## src/rtl/uart_prog_loader_pkg.sv

```systemverilog
// +--------------------------------------------------------------------------+
// | uart_prog_loader_pkg: shared widths and state encodings. Revision: 1.0   |
// +--------------------------------------------------------------------------+
`default_nettype none

package uart_prog_loader_pkg;

  localparam int ADDR_LEN      = 32;
  localparam int INSN_LEN      = 32;
  localparam int LDR_HDR_BYTES = 4;

  typedef enum logic [2:0] {
    LDR_HDR  = 3'd0,
    LDR_DATA = 3'd1,
    LDR_PAD  = 3'd2,
    LDR_CSUM = 3'd3,
    LDR_FIN  = 3'd4
  } ldr_state_e;

  typedef enum logic [1:0] {
    RX_IDLE  = 2'd0,
    RX_START = 2'd1,
    RX_BITS  = 2'd2,
    RX_STOP  = 2'd3
  } rx_state_e;

endpackage

`default_nettype wire

```

## src/rtl/uart_prog_loader_if.sv

```systemverilog
// +--------------------------------------------------------------------------+
// | uart_prog_loader_if: serial input and memory-write bus. Revision: 1.0    |
// +--------------------------------------------------------------------------+
`default_nettype none

interface uart_prog_loader_if;
  import uart_prog_loader_pkg::*;

  logic                  RXD;
  logic [ADDR_LEN-1:0]   ADDR;
  logic [4*INSN_LEN-1:0] DATA;
  logic                  WE_32;
  logic                  WE_128;
  logic                  DONE;
  logic                  ERR;

  modport master (input RXD, output ADDR, DATA, WE_32, WE_128, DONE, ERR);
  modport slave  (output RXD, input ADDR, DATA, WE_32, WE_128, DONE, ERR);

endinterface

`default_nettype wire

```

## src/rtl/uart_rx_8n1.sv

```systemverilog
// +--------------------------------------------------------------------------+
// | uart_rx_8n1: 8N1 receiver with 2-flop input sync. Revision: 1.0          |
// +--------------------------------------------------------------------------+
`default_nettype none

module uart_rx_8n1
  import uart_prog_loader_pkg::*;
#(
  parameter int CLKS_PER_BIT = 868
) (
  input  logic       clk,
  input  logic       reset_x,
  input  logic       rxd,
  output logic [7:0] data,
  output logic       valid,
  output logic       ferr
);

  localparam int            CW      = $clog2(CLKS_PER_BIT + 1);
  localparam logic [CW-1:0] HALF_M1 = CW'(CLKS_PER_BIT / 2 - 1);
  localparam logic [CW-1:0] FULL_M1 = CW'(CLKS_PER_BIT - 1);

  logic          sync1_q, sync2_q, prev_q;
  rx_state_e     state_q, state_d;
  logic [CW-1:0] cnt_q, cnt_d;
  logic [2:0]    bit_q, bit_d;
  logic [7:0]    shift_q, shift_d;
  logic          valid_q, valid_d;
  logic          ferr_q, ferr_d;

  always_comb begin
    state_d = state_q;
    cnt_d   = cnt_q;
    bit_d   = bit_q;
    shift_d = shift_q;
    valid_d = 1'b0;
    ferr_d  = 1'b0;
    case (state_q)
      // A true falling edge is required, so a line still low after a bad stop bit is not a start.
      RX_IDLE: begin
        if (prev_q && !sync2_q) begin
          state_d = RX_START;
          cnt_d   = '0;
        end
      end
      RX_START: begin
        if (cnt_q == HALF_M1) begin
          cnt_d   = '0;
          bit_d   = '0;
          state_d = sync2_q ? RX_IDLE : RX_BITS;
        end else begin
          cnt_d = cnt_q + 1'b1;
        end
      end
      RX_BITS: begin
        if (cnt_q == FULL_M1) begin
          cnt_d   = '0;
          shift_d = {sync2_q, shift_q[7:1]};
          bit_d   = bit_q + 3'd1;
          if (bit_q == 3'd7) state_d = RX_STOP;
        end else begin
          cnt_d = cnt_q + 1'b1;
        end
      end
      RX_STOP: begin
        if (cnt_q == FULL_M1) begin
          cnt_d   = '0;
          state_d = RX_IDLE;
          valid_d = sync2_q;
          ferr_d  = !sync2_q;
        end else begin
          cnt_d = cnt_q + 1'b1;
        end
      end
      default: state_d = RX_IDLE;
    endcase
  end

  always_ff @(posedge clk or negedge reset_x) begin
    if (!reset_x) begin
      sync1_q <= 1'b1;
      sync2_q <= 1'b1;
      prev_q  <= 1'b1;
      state_q <= RX_IDLE;
      cnt_q   <= '0;
      bit_q   <= '0;
      shift_q <= '0;
      valid_q <= 1'b0;
      ferr_q  <= 1'b0;
    end else begin
      sync1_q <= rxd;
      sync2_q <= sync1_q;
      prev_q  <= sync2_q;
      state_q <= state_d;
      cnt_q   <= cnt_d;
      bit_q   <= bit_d;
      shift_q <= shift_d;
      valid_q <= valid_d;
      ferr_q  <= ferr_d;
    end
  end

  assign data  = shift_q;
  assign valid = valid_q;
  assign ferr  = ferr_q;

endmodule

`default_nettype wire

```

## src/rtl/uart_prog_loader.sv

```systemverilog
// +--------------------------------------------------------------------------+
// | uart_prog_loader: UART image loader; LOADER_CHECKSUM_EN adds a checksum. |
// | Revision: 1.0                                                            |
// +--------------------------------------------------------------------------+
`default_nettype none

module uart_prog_loader
  import uart_prog_loader_pkg::*;
#(
  parameter int CLKS_PER_BIT = 868
) (
  input  logic               clk,
  input  logic               reset_x,
  uart_prog_loader_if.master bus
);

`ifdef LOADER_CHECKSUM_EN
  localparam ldr_state_e AFTER_IMG = LDR_CSUM;
`else
  localparam ldr_state_e AFTER_IMG = LDR_FIN;
`endif

  logic [7:0] rx_data;
  logic       rx_valid;
  logic       rx_ferr;

  uart_rx_8n1 #(.CLKS_PER_BIT(CLKS_PER_BIT)) u_rx (
    .clk     (clk),
    .reset_x (reset_x),
    .rxd     (bus.RXD),
    .data    (rx_data),
    .valid   (rx_valid),
    .ferr    (rx_ferr)
  );

  ldr_state_e            state_q, state_d;
  logic [31:0]           len_q, len_d;
  logic [1:0]            hdr_cnt_q, hdr_cnt_d;
  logic [31:0]           cnt_q, cnt_d;
  logic [ADDR_LEN-1:0]   addr_q, addr_d;
  logic [4*INSN_LEN-1:0] data_q, data_d;
  logic                  we32_q, we32_d;
  logic                  we128_q, we128_d;
  logic                  done_q, done_d;
  logic                  err_q, err_d;
  logic [31:0]           cnt_inc;
  logic [31:0]           len_next;
`ifdef LOADER_CHECKSUM_EN
  logic [7:0]            sum_q, sum_d;
`endif

  assign cnt_inc  = cnt_q + 32'd1;
  assign len_next = {rx_data, len_q[31:8]};

  always_comb begin
    state_d   = state_q;
    len_d     = len_q;
    hdr_cnt_d = hdr_cnt_q;
    cnt_d     = cnt_q;
    addr_d    = addr_q;
    data_d    = data_q;
    we32_d    = 1'b0;
    we128_d   = 1'b0;
    done_d    = done_q;
    err_d     = err_q;
`ifdef LOADER_CHECKSUM_EN
    sum_d     = sum_q;
`endif
    if (rx_ferr && state_q != LDR_FIN) err_d = 1'b1;
    // Word strobes fire on the byte that completes each 4-byte (and 16-byte) group.
    if ((state_q == LDR_DATA && rx_valid) || state_q == LDR_PAD) begin
      data_d = {(state_q == LDR_DATA) ? rx_data : 8'h00, data_q[4*INSN_LEN-1:8]};
      cnt_d  = cnt_inc;
      if (cnt_inc[1:0] == 2'b00) begin
        we32_d  = 1'b1;
        we128_d = (cnt_inc[3:0] == 4'd0);
        addr_d  = ADDR_LEN'({cnt_q[31:2], 2'b00});
      end
    end
    case (state_q)
      LDR_HDR: begin
        if (rx_valid) begin
          len_d     = len_next;
          hdr_cnt_d = hdr_cnt_q + 2'd1;
          if (hdr_cnt_q == 2'(LDR_HDR_BYTES - 1))
            state_d = (len_next == 32'd0) ? AFTER_IMG : LDR_DATA;
        end
      end
      LDR_DATA: begin
        if (rx_valid) begin
`ifdef LOADER_CHECKSUM_EN
          sum_d = sum_q + rx_data;
`endif
          if (cnt_inc == len_q)
            state_d = (cnt_inc[3:0] == 4'd0) ? AFTER_IMG : LDR_PAD;
        end
      end
      LDR_PAD: begin
        if (cnt_inc[3:0] == 4'd0) state_d = AFTER_IMG;
      end
`ifdef LOADER_CHECKSUM_EN
      LDR_CSUM: begin
        if (rx_valid) begin
          if (rx_data != sum_q) err_d = 1'b1;
          state_d = LDR_FIN;
        end
      end
`endif
      LDR_FIN: done_d = 1'b1;
      default: state_d = LDR_HDR;
    endcase
  end

  always_ff @(posedge clk or negedge reset_x) begin
    if (!reset_x) begin
      state_q   <= LDR_HDR;
      len_q     <= '0;
      hdr_cnt_q <= '0;
      cnt_q     <= '0;
      addr_q    <= '0;
      data_q    <= '0;
      we32_q    <= 1'b0;
      we128_q   <= 1'b0;
      done_q    <= 1'b0;
      err_q     <= 1'b0;
`ifdef LOADER_CHECKSUM_EN
      sum_q     <= '0;
`endif
    end else begin
      state_q   <= state_d;
      len_q     <= len_d;
      hdr_cnt_q <= hdr_cnt_d;
      cnt_q     <= cnt_d;
      addr_q    <= addr_d;
      data_q    <= data_d;
      we32_q    <= we32_d;
      we128_q   <= we128_d;
      done_q    <= done_d;
      err_q     <= err_d;
`ifdef LOADER_CHECKSUM_EN
      sum_q     <= sum_d;
`endif
    end
  end

  assign bus.ADDR   = addr_q;
  assign bus.DATA   = data_q;
  assign bus.WE_32  = we32_q;
  assign bus.WE_128 = we128_q;
  assign bus.DONE   = done_q;
  assign bus.ERR    = err_q;

endmodule

`default_nettype wire

```

## src/flat_wrapper.sv

```systemverilog
// flat-port wrapper written by rule: the top's interface ports become plain ports
module uart_prog_loader_flat import uart_prog_loader_pkg::*;
#(
  parameter int CLKS_PER_BIT = 868
)
  (clk, reset_x, bus_RXD, bus_ADDR, bus_DATA, bus_WE_32, bus_WE_128, bus_DONE, bus_ERR);
  uart_prog_loader_if bus_i ();
  input  logic clk;
  input  logic reset_x;
  input wire logic [$bits(bus_i.RXD)-1:0] bus_RXD;
  output wire logic [$bits(bus_i.ADDR)-1:0] bus_ADDR;
  output wire logic [$bits(bus_i.DATA)-1:0] bus_DATA;
  output wire logic [$bits(bus_i.WE_32)-1:0] bus_WE_32;
  output wire logic [$bits(bus_i.WE_128)-1:0] bus_WE_128;
  output wire logic [$bits(bus_i.DONE)-1:0] bus_DONE;
  output wire logic [$bits(bus_i.ERR)-1:0] bus_ERR;
  assign bus_i.RXD = bus_RXD;
  assign bus_ADDR = bus_i.ADDR;
  assign bus_DATA = bus_i.DATA;
  assign bus_WE_32 = bus_i.WE_32;
  assign bus_WE_128 = bus_i.WE_128;
  assign bus_DONE = bus_i.DONE;
  assign bus_ERR = bus_i.ERR;
  uart_prog_loader #(.CLKS_PER_BIT(CLKS_PER_BIT)) u_core (.clk(clk), .reset_x(reset_x), .bus(bus_i));
endmodule
```

## config.mk

```make
export PLATFORM = sky130hd
export DESIGN_NAME = uart_prog_loader_flat
export DESIGN_NICKNAME = d
export VERILOG_FILES = /design/src/rtl/uart_prog_loader_pkg.sv /design/src/rtl/uart_prog_loader_if.sv /design/src/rtl/uart_rx_8n1.sv /design/src/rtl/uart_prog_loader.sv /design/src/flat_wrapper.sv
export SDC_FILE = /design/constraint.sdc
export NUM_CORES = 1
export LEC_CHECK = 0
export ABC_CLOCK_PERIOD_IN_PS = 2750
export BUFFER_PORTS_ARGS = -buffer_cell sky130_fd_sc_hd__buf_2
export CELL_PAD_IN_SITES_DETAIL_PLACEMENT = 1
export CELL_PAD_IN_SITES_GLOBAL_PLACEMENT = 1
export CORE_ASPECT_RATIO = 1.2
export CORE_MARGIN = 4
export CORE_UTILIZATION = 40
export CTS_CLUSTER_SIZE = 12
export DETAILED_ROUTE_END_ITERATION = 8
export PLACE_DENSITY_LB_ADDON = 0.1
export SYNTH_ARGS = -nofsm -noshare
export SYNTH_HDL_FRONTEND = slang
export SYNTH_SLANG_ARGS = --single-unit
```

## constraint.sdc

```tcl
create_clock -name clk -period 2.75 [get_ports clk]
set_input_delay 0.1375 -clock clk [delete_from_list [all_inputs] [get_ports clk]]
set_output_delay 0.1375 -clock clk [all_outputs]
set_load 0.01 [all_outputs]
```

==> impl_metrics.toml <==
[power_and_ir_drop]
ir_drop_mv = 0.373
p_leak_nw = 7.72
p_per_area_nw_per_um2 = 568
power.total_mw = 7.95

[clocking]
htreeDepth = 1
worst_skew_pair.late_latency_ns = 0.56
root_buffer = "clkbuf_16"
post-cts-setup-buffer-count = 0
cts.sinks = 259
cts_buffer_depth = 3
cts_buffers = 29
clk_pin_slew_ns = 0.06
cts_tree = "done"

[critical_path]
worstPathRequired_ns = 3.19
crit_fanout = 6
r2r_start = "u_core.cnt_q[8]$_DFFE_PN0P_"
path_class = "flop to flop"
r2r_cells = 9
crit_path_end_kind = "flop"
cp-start-kind = "flop"
regToRegSetupSlack_ns = 0.18
r2r-end = "u_core.state_q[1]$_DFFE_PN0P_"
critPathArrivalTime_ns = 3.01

[sta]
min_period_ns = 2.57
post-route-period-util_pct = 93.3
slew_violations = 0
clock-skew-final_ns = 0.0174
relSlewSlack_pct = 38.6
worstMarginPinSlew_ns = 0.921
finalSetupViolCount = 0
fmax_ghz = 0.390
rsz0062_at_grt = "no"
final_hold_viol_count = 0

[floorplanning]
core_area_um2 = 28100
dieWidth_um = 163
rows = 67
ioPinCount = 167
dieHeight_um = 193
start_util_pct = 40.8
die_area_um2 = 31400

[global_routing]
antenna_found_initial = 0
grt_usage_pct = 19.7
grt_remaining_overflow = 0
grt_pass1_wl_um = 51100
grt_pass1_vias = 9236
grt_max_degree = 86

[logic_synthesis]
syn_area_um2 = 11500
synth_area_leaders = "dfrtp_1 (56%), nand2_1 (14%), mux2_2 (7.0%), xnor2_1 (3.6%), xor2_1 (2.5%)"
synthCells = 1145
synth_area_leader_cell = "dfrtp_1"
synth_warnings = 0
async_flop_share_pct = 100
synth_edf_count = 0
synth-seq-cells = 259
seq_area_frac_synth_pct = 56.6
synth_top_area_share_pct = 55.9
avgSynthCellArea_um2 = 10.0
synth_flop_cell = "dfrtp_1"
synth_cell_types = 64

[placed_design]
port_buffers = 164
place_area_um2 = 13000
gp_congestion = 0.875
dp_hpwl_um = 21700

[job]
drv_cap = 0

[final_layout]
final_area_um2 = 14000
nets = 1349
mostFrequentLayoutCell = "nand2_1"
most-common-layout-cells = "nand2_1 (423), dfrtp_1 (256), buf_2 (163)"
syn_to_final_growth_pct = 22.0
layout-drive-gt1-share_pct = 27.2
diodes = 0

[run_status]
status = "completed"

[detailed_routing]
vias = 8631
wl_per_cell_um = 17.7
drc = 0
drtAntennaViolNets = 0
drt_pre_antenna_iters = 4
drt_iter0_markers = 347
wirelength_um = 30800
via_per_inst = 4.97

[min_path]
hold_path.class = "input port to asynchronous set/reset pin"
[how the worst max path moves through the flow]
| stage | cells after the start | slack (ns) | startpoint | to |
|---|---|---|---|---|
| finish | 9 | 0.18 | u_core.cnt_q[8]$_DFFE_PN0P_ | u_core.state_q[1]$_DFFE_PN0P_ |
| global route | 9 | 0.006 | u_core.cnt_q[8]$_DFFE_PN0P_ | u_core.state_q[1]$_DFFE_PN0P_ |
| CTS | 9 | 0.06 | u_core.cnt_q[9]$_DFFE_PN0P_ | u_core.state_q[2]$_DFFE_PN0P_ |
| detailed placement | 9 | -0.01 | u_core.cnt_q[1]$_DFFE_PN0P_ | u_core.state_q[2]$_DFFE_PN0P_ |
| global placement | 9 | 0.07 | u_core.cnt_q[8]$_DFFE_PN0P_ | u_core.state_q[0]$_DFFE_PN0P_ |
| floorplan | 9 | 0.29 | u_core.cnt_q[7]$_DFFE_PN0P_ | u_core.state_q[1]$_DFFE_PN0P_ |
[flip-flops by register name, indices dropped and copies added, names as in the netlist, named ones only]
signal / cells
u_core.u_rx.state_q: 1
u_core.u_rx.valid: 1
u_core.bus.ADDR: 30
u_core.bus.DONE: 1
u_core.u_rx.bit_q: 3
u_core.u_rx.sync2_q: 1
u_core.u_rx.prev_q: 1
u_core.u_rx.cnt_q: 10
u_core.hdr_cnt_q: 2
u_core.bus.ERR: 1
u_core.bus.WE_128: 1
u_core.u_rx.sync1_q: 1
u_core.state_q: 3
u_core.bus.WE_32: 1
u_core.cnt_q: 32
u_core.bus.DATA: 128
u_core.u_rx.ferr: 1
u_core.u_rx.data: 8
u_core.len_q: 32
[stage by stage]
stage	utilization (%)	setup TNS, ns	instances	hold WS (ns)	worst slack, ns
finish	49.8	0	1738	0.187	0.183
global route	49.8	0	1738	0.232	0.00578
CTS	49.8	0	1738	0.199	0.0600
detailed placement	46.3	-0.0249	1685	0.203	-0.0134
global placement	46.3	0	1685	0.198	0.0731
floorplan	-	0	1146	-0.158	0.292
[layout make-up]
class	instances	area (um^2)
Sequential cell	259	6480
Clock inverter	10	96.3
Inverter	11	41.3
Clock buffer	41	851
Timing Repair Buffer	228	1400
Multi-Input combinational cell	810	4640
Fill cell	3171	14100
Tap cell	379	474
[power breakdown]
part	internal (mW)	switching (mW)
logic	0.0794	0.151
registers	3.86	0.0523
clock network	2.24	1.57
total	6.18	1.77
[cell usage after synthesis (all sizes together), types with 3 or more instances]
library cell	count
nor2b	6
or2	5
clkbuf	57
inv	11
xnor2	47
ha	7
mux2	71
nor4b	3
buf	9
xor2	33
nor2	29
o21ai	17
nand2b	7
and3	10
and2	5
nand4	22
or4	5
dfrtp	256
nand2	424
nor3b	3
nor4	19
nand3	33
a21oi	6
nor3	13
o22ai	3
o31ai	4
o211ai	3
and4	4
dfstp	3
[cells by family (layout without fill, tap and decap cells)]
logic type | after synthesis | after routing | share of synthesized area, %
AOI/OAI and AO/OA | 53 | 53 | 3.14
DFF | 259 | 259 | 56.6
adders and majority gates | 7 | 7 | 0.764
xor gates and xnor gates | 80 | 80 | 6.11
other | 1 | 2 | 0.0327
muxes | 73 | 73 | 7.15
and+or+nand+nor | 595 | 595 | 22.8
buffers and inverters | 77 | 290 | 3.48
[worst max-delay path: stages (launching register included)]
cell and delay (ns):
dfrtp_1 0.39, buf_4 0.13, buf_4 0.14, nand4_1 0.18, or4_2 0.70, nor2_1 0.14
or3_2 0.12, o21ai_0 0.07, o2111a_2 0.30, a2bb2o_1 0.28
[per-layer routing]
layer / part of all wire (%) / track usage [%]
met3: 4.4 / 3.45
met1: 44 / 26.3
met4: 2.1 / 4.69
met5: 0 / 0
met2: 49 / 33.6
[what timing repair did]
action | 4_1_cts | 5_1_grt
endpoints found under the hold margin | 79 | 0
endpoints found under the setup margin | 3 | 3
resized for setup | 1 | 4
pin swaps | 0 | 1
hold buffers | 2 | 0
Note: power is estimated with default switching activity, not from simulation.
